==> config.mk <==
export PLATFORM = sky130hd
export DESIGN_NAME = ai_core_cmd_feeder
export DESIGN_NICKNAME = d
export VERILOG_FILES = /design/src/rtl/ai_core_cmd_feeder.sv
export SDC_FILE = /design/constraint.sdc
export NUM_CORES = 1
export LEC_CHECK = 0
export CAP_MARGIN = 30
export CORE_MARGIN = 2
export CORE_UTILIZATION = 59
export DETAILED_ROUTE_END_ITERATION = 12
export GPL_TIMING_DRIVEN = 0
export HOLD_SLACK_MARGIN = 0.03
export PLACE_DENSITY = 0.84
export SYNTH_ARGS = -nofsm -noshare
export SYNTH_HDL_FRONTEND = slang
export SYNTH_SLANG_ARGS = --single-unit
==> constraint.sdc <==
create_clock -name clk_i -period 10.5 [get_ports clk_i]
set_input_delay 2.1 -clock clk_i [delete_from_list [all_inputs] [get_ports clk_i]]
set_output_delay 2.1 -clock clk_i [all_outputs]
set_load 0.03 [all_outputs]
==> src/rtl/ai_core_cmd_feeder.sv <==
// Command ingress stage for ai_core: buffers host words in a FIFO and dispatches them
// through a registered output, gated by credits mirroring ai_core's command buffer slots.
module ai_core_cmd_feeder #(
  parameter int unsigned DataWidth  = 64,
  parameter int unsigned FifoDepth  = 8,
  parameter int unsigned NumCredits = 4
) (
  input  logic                               clk_i,
  input  logic                               rst_i,
  input  logic [DataWidth-1:0]               in_data_i,
  input  logic                               in_valid_i,
  output logic                               in_ready_o,
  output logic [DataWidth-1:0]               out_data_o,
  output logic                               out_valid_o,
  input  logic                               out_ready_i,
  input  logic                               credit_return_i,
  input  logic                               flush_i,
  output logic [$clog2(FifoDepth+1)-1:0]     fill_o,
  output logic [$clog2(NumCredits+1)-1:0]    credits_o,
  output logic                               overflow_err_o,
  output logic                               busy_o
);

  localparam int unsigned PtrW  = $clog2(FifoDepth);
  localparam int unsigned FillW = $clog2(FifoDepth + 1);
  localparam int unsigned CredW = $clog2(NumCredits + 1);

  typedef logic [PtrW:0] ptr_t;

  ptr_t                 wr_ptr_q, wr_ptr_d;
  ptr_t                 rd_ptr_q, rd_ptr_d;
  logic [FillW-1:0]     fill_q, fill_d;
  logic [CredW-1:0]     credits_q, credits_d;
  logic                 overflow_q, overflow_d;
  logic [DataWidth-1:0] out_data_q, out_data_d;
  logic                 out_valid_q, out_valid_d;
  logic [DataWidth-1:0] mem_q [FifoDepth];

  logic fifo_empty;
  logic fifo_full;
  logic push;
  logic pop;

  // Extra MSB distinguishes full from empty when the index bits match.
  assign fifo_empty = (wr_ptr_q == rd_ptr_q);
  assign fifo_full  = (wr_ptr_q[PtrW] != rd_ptr_q[PtrW]) &&
                      (wr_ptr_q[PtrW-1:0] == rd_ptr_q[PtrW-1:0]);

  // No push-through at full: readiness ignores a same-cycle pop.
  assign in_ready_o = !rst_i && !flush_i && !fifo_full;
  assign push       = in_valid_i && in_ready_o;
  assign pop        = !fifo_empty && (credits_q != '0) && (!out_valid_q || out_ready_i) &&
                      !flush_i;

  always_comb begin
    wr_ptr_d = wr_ptr_q;
    rd_ptr_d = rd_ptr_q;
    fill_d   = fill_q;
    if (flush_i) begin
      wr_ptr_d = '0;
      rd_ptr_d = '0;
      fill_d   = '0;
    end else begin
      if (push) wr_ptr_d = wr_ptr_q + ptr_t'(1);
      if (pop)  rd_ptr_d = rd_ptr_q + ptr_t'(1);
      case ({push, pop})
        2'b10:   fill_d = fill_q + FillW'(1);
        2'b01:   fill_d = fill_q - FillW'(1);
        default: fill_d = fill_q;
      endcase
    end
  end

  // Output register: a pop reloads it, a handshake without a pop empties it.
  always_comb begin
    out_valid_d = out_valid_q;
    out_data_d  = out_data_q;
    if (flush_i) begin
      out_valid_d = 1'b0;
    end else if (pop) begin
      out_valid_d = 1'b1;
      out_data_d  = mem_q[rd_ptr_q[PtrW-1:0]];
    end else if (out_ready_i) begin
      out_valid_d = 1'b0;
    end
  end

  // The credit is consumed when the word enters the output register, not at handshake.
  always_comb begin
    credits_d  = credits_q;
    overflow_d = overflow_q;
    if (pop && !credit_return_i) begin
      credits_d = credits_q - CredW'(1);
    end else if (credit_return_i && !pop) begin
      if (credits_q == CredW'(NumCredits)) begin
        overflow_d = 1'b1;
      end else begin
        credits_d = credits_q + CredW'(1);
      end
    end
  end

  always_ff @(posedge clk_i) begin
    if (rst_i) begin
      wr_ptr_q    <= '0;
      rd_ptr_q    <= '0;
      fill_q      <= '0;
      credits_q   <= CredW'(NumCredits);
      overflow_q  <= 1'b0;
      out_data_q  <= '0;
      out_valid_q <= 1'b0;
    end else begin
      wr_ptr_q    <= wr_ptr_d;
      rd_ptr_q    <= rd_ptr_d;
      fill_q      <= fill_d;
      credits_q   <= credits_d;
      overflow_q  <= overflow_d;
      out_data_q  <= out_data_d;
      out_valid_q <= out_valid_d;
    end
  end

  always_ff @(posedge clk_i) begin
    if (push) begin
      mem_q[wr_ptr_q[PtrW-1:0]] <= in_data_i;
    end
  end

  assign out_data_o     = out_data_q;
  assign out_valid_o    = out_valid_q;
  assign fill_o         = fill_q;
  assign credits_o      = credits_q;
  assign overflow_err_o = overflow_q;
  assign busy_o         = !rst_i && (!fifo_empty || out_valid_q);

endmodule
==> results.yml, run 1 <==
outcome:
  outcome: "completed"
power:
  p_int_mw: 3.96
  power_density_mw_per_mm2: 183
  power.ir.vdd_worst_uv: 181
  post-layout-total-power_mw: 4.99
  sw_frac_of_total_pct: 20.5
  power.combinational.fraction_pct: 5.0
  share_seq_of_total_power_pct: 52.2
  power_leakage_nw: 8.47
  share_clk_of_total_power_pct: 42.9
  switching_power_mw: 1.02
detailed_routing:
  finalWirelength_mm: 51.3
  vias: 11700
  route.met3.wl_mm: 4.35
  drc: 0
  ant_nets: 0
  detail_route.iter0.violations: 1333
  maxUsedRoutingLayer: "met5"
  wl_met2_mm: 25.7
  routed_via_count_divided_by_cell_count: 6.21
  first_pass_iters: 5
  detail_route.wl_per_cell_um: 27.3
  wl_met1_mm: 19.9
logic_synthesis:
  avgSynthCellArea_um2: 20.9
  post_synth_cell_types: 45
  synth_seq_area_share_pct: 74.7
  syn_inst: 1089
  synth.net_count: 1168
  post_synth_instance_area_mm2: 0.0227
  ys_warn_count: 0
  synth.ff_latch_count: 593
hold_path:
  min_from: "overflow_err_o"
  hold_end: "overflow_err_o"
  holdPathStages: 2
  timing.hold.worst.class: "register to register"
final_layout:
  fill_cells: 2181
  postLayoutCoreUtil_pct: 72.1
  synthToLayoutAreaGrowth_pct: 20.0
  ratio_of_cells_with_drive_above_1_in_the_final_layout_pct: 25.1
  postLayoutCellArea_mm2: 0.0273
  final_cell_count_no_fill: 1880
  layout.nets: 1397
place:
  place.detailed.instances: 1771
  post-place-ws_ns: 4.19
  placed_area_mm2: 0.0253
  dp_hpwl_mm: 30.7
  io_port_bufs: 143
  gp_congestion: 0.760
worst_setup_path:
  ff2ff_setup_slack_ns: 7.35
  cp.required_ns: 8.40
  cp_cell_sequence: "clkdlybuf4s50_1 -> or2_2 -> clkbuf_1 -> a41oi_1 -> clkdlybuf4s50_1"
  crit_path_frequent_cell: "clkdlybuf4s50_1"
  critical_path.slowest_cell: "clkdlybuf4s50_1"
  cp-start-kind: "input port"
  worst-r2r-cell-count: 7
  setup.worst_path.class: "input port to primary output"
  crit-reg2reg-capture: "mem_q[2][9]"
  rr_startpoint: "rd_ptr_q[0]"
  maximum_fanout_along_the_worst_path: 8
  critical_path.max_stage_delay_ns: 0.73
  cp-end-kind: "primary output"
  data_arrival_time_of_the_critical_path_ns: 4.22
timing:
  finalMaxSlewViolations: 0
  timing.final.setup_violations: 0
  setup_total_negative_slack_ns: 0
  timing.final.crit_period_ns: 6.32
  max-slew-margin-rel_pct: 38.0
  hold_ws_ns: 0.476
  grt_setup_unrepaired: "false"
  worst_slack_ns: 4.18
  period_share_pct: 60.2
  worstMarginPinSlew_ns: 0.928
  timing_hold_violations_final: 0
  clock_skew_ns: 0.0421
  max_freq_mhz: 158
die:
  die_outline_area_mm2: 0.0401
  top_level_ports: 145
  placeableCoreArea_mm2: 0.0378
  fp.dieW_um: 200
  initial_utilization_pct: 60.1
  num_rows: 71
  die-height_um: 200
clock_network:
  maximum_buffer_depth_of_the_clock_tree: 3
  clkSlewWorstSetupHoldPaths_ns: 0.06
  cts_resized: 0
  insertion_delay_ns: 0.62
  clock_sinks: 593
  cts_made_buffers: 56
  cts-hold-fix-buffers: 0
  h-tree-depth: 2
  ctsRootBufferMaster: "clkbuf_16"
  cts.repair_timing.setup_buffer_count: 0
  cts_tree: "yes"
global_routing:
  total_congestion_overflow_after_global_routing: 0
  wire_length_of_the_first_global_routing_pass_mm: 76.5
  antenna_found_initial: 3
  grt_use_total_pct: 25.8
  grt_max_degree: 45
  grt_pass1_vias: 12300
flow_run:
  max-cap-violations: 0
critical path: cells and delay by family:
family,cells,cell delay (ns)
AOI/OAI and AO/OA,1,0.28
buffers and inverters,3,1.49
and+or+nand+nor,1,0.34
power groups by stage:
stage,registers (mW),clock network [mW],logic (mW)
4_1_cts,2.60,2.15,0.246
2_1_floorplan,2.68,0,0.0901
6_report,2.60,2.14,0.247
3_3_place_gp,2.65,0,0.230
5_1_grt,2.60,2.24,0.262
3_5_place_dp,2.65,0,0.243
Yosys cell counts (all sizes together):
cell type,count,area (µm²)
o31a,1,8.76
o21a,1,7.51
nor2b,1,6.26
ha,7,87.6
a211oi,65,638
nand4,1,6.26
dfxtp,81,1620
xnor2,3,82.6
fa,2,40.0
nor3,7,46.3
o311ai,1,8.76
nand2b,3,18.8
or2,1,6.26
nor2,18,67.6
a31o,1,8.76
nand4b,1,23.8
a41oi,3,45.1
mux4,128,2910
o21ai,5,25.0
clkbuf,14,52.6
nor4b,1,8.76
and4b,2,23.8
or3b,1,11.3
inv,10,37.5
a31oi,1,6.26
buf,57,413
nand3,3,15.0
xor2,4,42.6
nand2,11,48.8
or3,4,25.0
o31ai,2,15.0
mux2i,66,661
edfxtp,512,15400
a21oi,71,355
worst max path at each step:
stage / startpoint / to / slack [ns] / depth (start not counted)
final: flush_i / in_ready_o / 4.18 / 5
after global routing: flush_i / in_ready_o / 4.11 / 5
after CTS: flush_i / in_ready_o / 4.19 / 5
after detailed placement: flush_i / in_ready_o / 4.19 / 5
after global placement: flush_i / mem_q[0][8] / -2.46 / 5
after floorplan: rst_i / mem_q[0][0] / 2.55 / 5
layout make-up:
type	count	area, µm²	area share [%]
inverter	10	40.0	0.147
timing repair buffer	171	1890	6.92
clock buffer	72	1540	5.65
buffer	71	465	1.71
sequential	593	17000	62.3
antenna	3	7.51	0.0275
tap	511	639	2.34
multi-input combinational	415	5290	19.4
clock inverter	34	425	1.56
sequential cells by signal, indices dropped and copies added (netlist names):
| signal | flops |
|---|---|
| out_valid_o | 1 |
| mem_q | 512 |
| fill_o | 4 |
| overflow_err_o | 1 |
| credits_o | 3 |
| out_data_o | 64 |
| rd_ptr_q | 4 |
| wr_ptr_q | 4 |
metal layers:
| layer | GRT usage [%] | up-vias |
|---|---|---|
| li1 | - | 4964 |
| met1 | 34.3 | 6059 |
| met2 | 42.5 | 552 |
| met3 | 6.41 | 107 |
| met4 | 8.02 | 2 |
| met5 | 0 | - |
logic make-up (layout without fill, tap and decap cells):
kind of cell	Yosys count	in the layout	synth area share, %
AOI/OAI and AO/OA	151	151	4.92
xor gates and xnor gates	7	7	0.550
adders and majority gates	9	9	0.561
buffers and inverters	81	358	2.21
DFF	593	593	74.7
muxes	194	194	15.7
other	0	3	0
and+or+nand+nor	54	54	1.35
placed cells by master (no fill, tap or decap), drive strengths merged, types with 18 or more instances in the layout:
master | Yosys | layout
edfxtp | 512 | 512
clkdlybuf4s50 | 0 | 143
mux4 | 128 | 128
clkbuf | 14 | 86
buf | 57 | 85
dfxtp | 81 | 81
a21oi | 71 | 71
mux2i | 66 | 66
a211oi | 65 | 65
clkinv | 0 | 19
nor2 | 18 | 18
Note: power is estimated with default switching activity, not from simulation.
==> inputs of run 2 (changes only) <==
--- a/config.mk
+++ b/config.mk
@@ -7,11 +7,11 @@
 export LEC_CHECK = 0
 export CAP_MARGIN = 30
 export CORE_MARGIN = 2
-export CORE_UTILIZATION = 59
+export CORE_UTILIZATION = 53
 export DETAILED_ROUTE_END_ITERATION = 12
 export GPL_TIMING_DRIVEN = 0
 export HOLD_SLACK_MARGIN = 0.03
-export PLACE_DENSITY = 0.84
+export PLACE_DENSITY = 0.8
 export SYNTH_ARGS = -nofsm -noshare
 export SYNTH_HDL_FRONTEND = slang
 export SYNTH_SLANG_ARGS = --single-unit
==> constraint.sdc (replaced) <==
create_clock -name clk_i -period 5.8 [get_ports clk_i]
set_input_delay 1.16 -clock clk_i [delete_from_list [all_inputs] [get_ports clk_i]]
set_output_delay 1.16 -clock clk_i [all_outputs]
set_load 0.03 [all_outputs]
==> run 2 against run 1 <==
- largest power group unchanged
- clock power is 72% higher
- register-to-register slack got worse by 4.5 ns
- combinational power is 81% higher
- critical endpoint unchanged
- hold slack gained 0.0089 ns
==> results.yml, run 2 (synthesis gave the netlist of run 1 again) <==
worst_setup_path:
  critical_path.max_stage_delay_ns: 0.75
  cp_cell_sequence: "clkdlybuf4s50_1 -> or2_2 -> clkbuf_1 -> a41oi_1 -> clkdlybuf4s50_1"
  cp-start-kind: "input port"
  critical_path.slowest_cell: "clkdlybuf4s50_1"
  worst-r2r-cell-count: 12
  path_delay_family: "buffers and inverters"
  crit_cells: 5
  crit_path_frequent_cell: "clkdlybuf4s50_1"
  cp-end-kind: "primary output"
  worstPathBufferInverterCount: 3
  cp.required_ns: 4.64
  maximum_fanout_along_the_worst_path: 8
  data_arrival_time_of_the_critical_path_ns: 3.40
  setup.worst_path.class: "input port to primary output"
flow_run:
  max-cap-violations: 0
detailed_routing:
  wl_met1_mm: 19.6
  first_pass_iters: 5
  route.met3.wl_mm: 3.29
  finalWirelength_mm: 50.0
  ant_nets: 0
  detail_route.iter0.violations: 1158
  wl_met2_mm: 25.9
  detail_route.wl_per_cell_um: 26.2
  drc: 0
  routed_via_count_divided_by_cell_count: 6.06
  maxUsedRoutingLayer: "met5"
  vias: 11500
global_routing:
  antenna_found_initial: 5
  grt_use_total_pct: 22.7
  total_congestion_overflow_after_global_routing: 0
  wire_length_of_the_first_global_routing_pass_mm: 73.8
  grt_max_degree: 43
  grt_pass1_vias: 12200
clock_network:
  clkSlewWorstSetupHoldPaths_ns: 0.06
  clock_sinks: 593
  cts_tree: "yes"
  h-tree-depth: 2
  cts.repair_timing.setup_buffer_count: 0
  cts-hold-fix-buffers: 0
  ctsRootBufferMaster: "clkbuf_16"
  cts_made_buffers: 57
  insertion_delay_ns: 0.61
  cts_resized: 0
  maximum_buffer_depth_of_the_clock_tree: 3
hold_path:
  timing.hold.worst.class: "register to register"
  holdPathStages: 2
final_layout:
  synthToLayoutAreaGrowth_pct: 20.2
  postLayoutCoreUtil_pct: 64.9
  mostFrequentLayoutCells: "edfxtp_1, clkdlybuf4s50_1, mux4_2"
  mostFrequentLayoutCell: "edfxtp_1"
  largest_register_ff_count: 512
  layout.nets: 1393
  ratio_of_cells_with_drive_above_1_in_the_final_layout_pct: 24.9
power:
  switching_power_mw: 1.85
  p_int_mw: 6.99
  power_density_mw_per_mm2: 323
  power_leakage_nw: 8.45
  share_seq_of_total_power_pct: 53.3
  sw_frac_of_total_pct: 20.9
  share_clk_of_total_power_pct: 41.7
  power.ir.vdd_worst_uv: 260
  power.combinational.fraction_pct: 5.0
die:
  num_rows: 75
  die_outline_area_mm2: 0.0446
  die-height_um: 211
  placeableCoreArea_mm2: 0.0421
  initial_utilization_pct: 54.0
  top_level_ports: 145
  fp.dieW_um: 211
timing:
  period_share_pct: 78.7
  timing.final.setup_violations: 0
  max-slew-margin-rel_pct: 36.1
  setup_total_negative_slack_ns: 0
  timing_hold_violations_final: 0
  grt_setup_unrepaired: "false"
  worstMarginPinSlew_ns: 0.956
  max_freq_mhz: 219
  finalMaxSlewViolations: 0
  clock_skew_ns: 0.0179
  hold_ws_ns: 0.485
  timing.final.crit_period_ns: 4.56
place:
  gp_congestion: 0.730
  io_port_bufs: 143
  dp_hpwl_mm: 31.3
outcome:
  outcome: "completed"
==> run 2: cell count changes in the layout (fill, tap and decap cells not counted), sizes merged <==
cell | before | now
clkinvlp | 3 | 1
bufinv | 10 | 4
buf | 85 | 80
clkbuf | 86 | 93
clkinv | 19 | 22
diode | 3 | 2
==> run 2: power by group through the flow <==
stage          sequential, mW  combinational [mW]  clock (mW)
3_3_place_gp             4.80               0.419           0
6_report                 4.71               0.446        3.68
2_1_floorplan            4.85               0.163           0
4_1_cts                  4.71               0.448        3.73
5_1_grt                  4.71               0.473        3.89
3_5_place_dp             4.80               0.445           0
==> run 2: routing by layer <==
metal  GRT usage [%]  vias up
met2            38.9      422
met4            7.82        8
met5               0        -
met3            4.55       90
met1            29.3     6042
li1                -     4976
==> run 2: worst min-delay path, cell delays in order (launching register included) <==
cell and delay [ns]:
dfxtp_1 0.32, nand2_1 0.06, o31ai_1 0.06
==> run 2: final timing paths <==
| check | slack, ns | to | startpoint |
|---|---|---|---|
| max | 1.24 | in_ready_o | flush_i |
| min | 0.49 | fill_o[3] | fill_o[3] |
| max reg2reg | 2.84 | credits_o[2] | wr_ptr_q[1] |
| min reg2reg | 0.49 | fill_o[3] | fill_o[3] |
==> run 2: through the flow <==
step	setup slack [ns]	instances	instance area, µm²	power [mW]
final	1.24	1904	27300	8.84
after global routing	1.23	1902	27300	9.08
after CTS	1.26	1902	27300	8.88
after detailed placement	1.25	1794	25400	5.25
after global placement	-2.80	1771	24900	5.22
after floorplan	0.506	1089	22800	5.02
==> run 2: area by class of cell <==
cell class,instances,area (µm²)
repair buffers,166,1960
diodes,2,5.00
clock inverters,29,260
multi-input cells,415,5310
plain buffers,71,465
clock buffers,79,1620
fillers,2688,14800
flip-flops and latches,593,17000
inverters,10,40.0
well taps,539,674
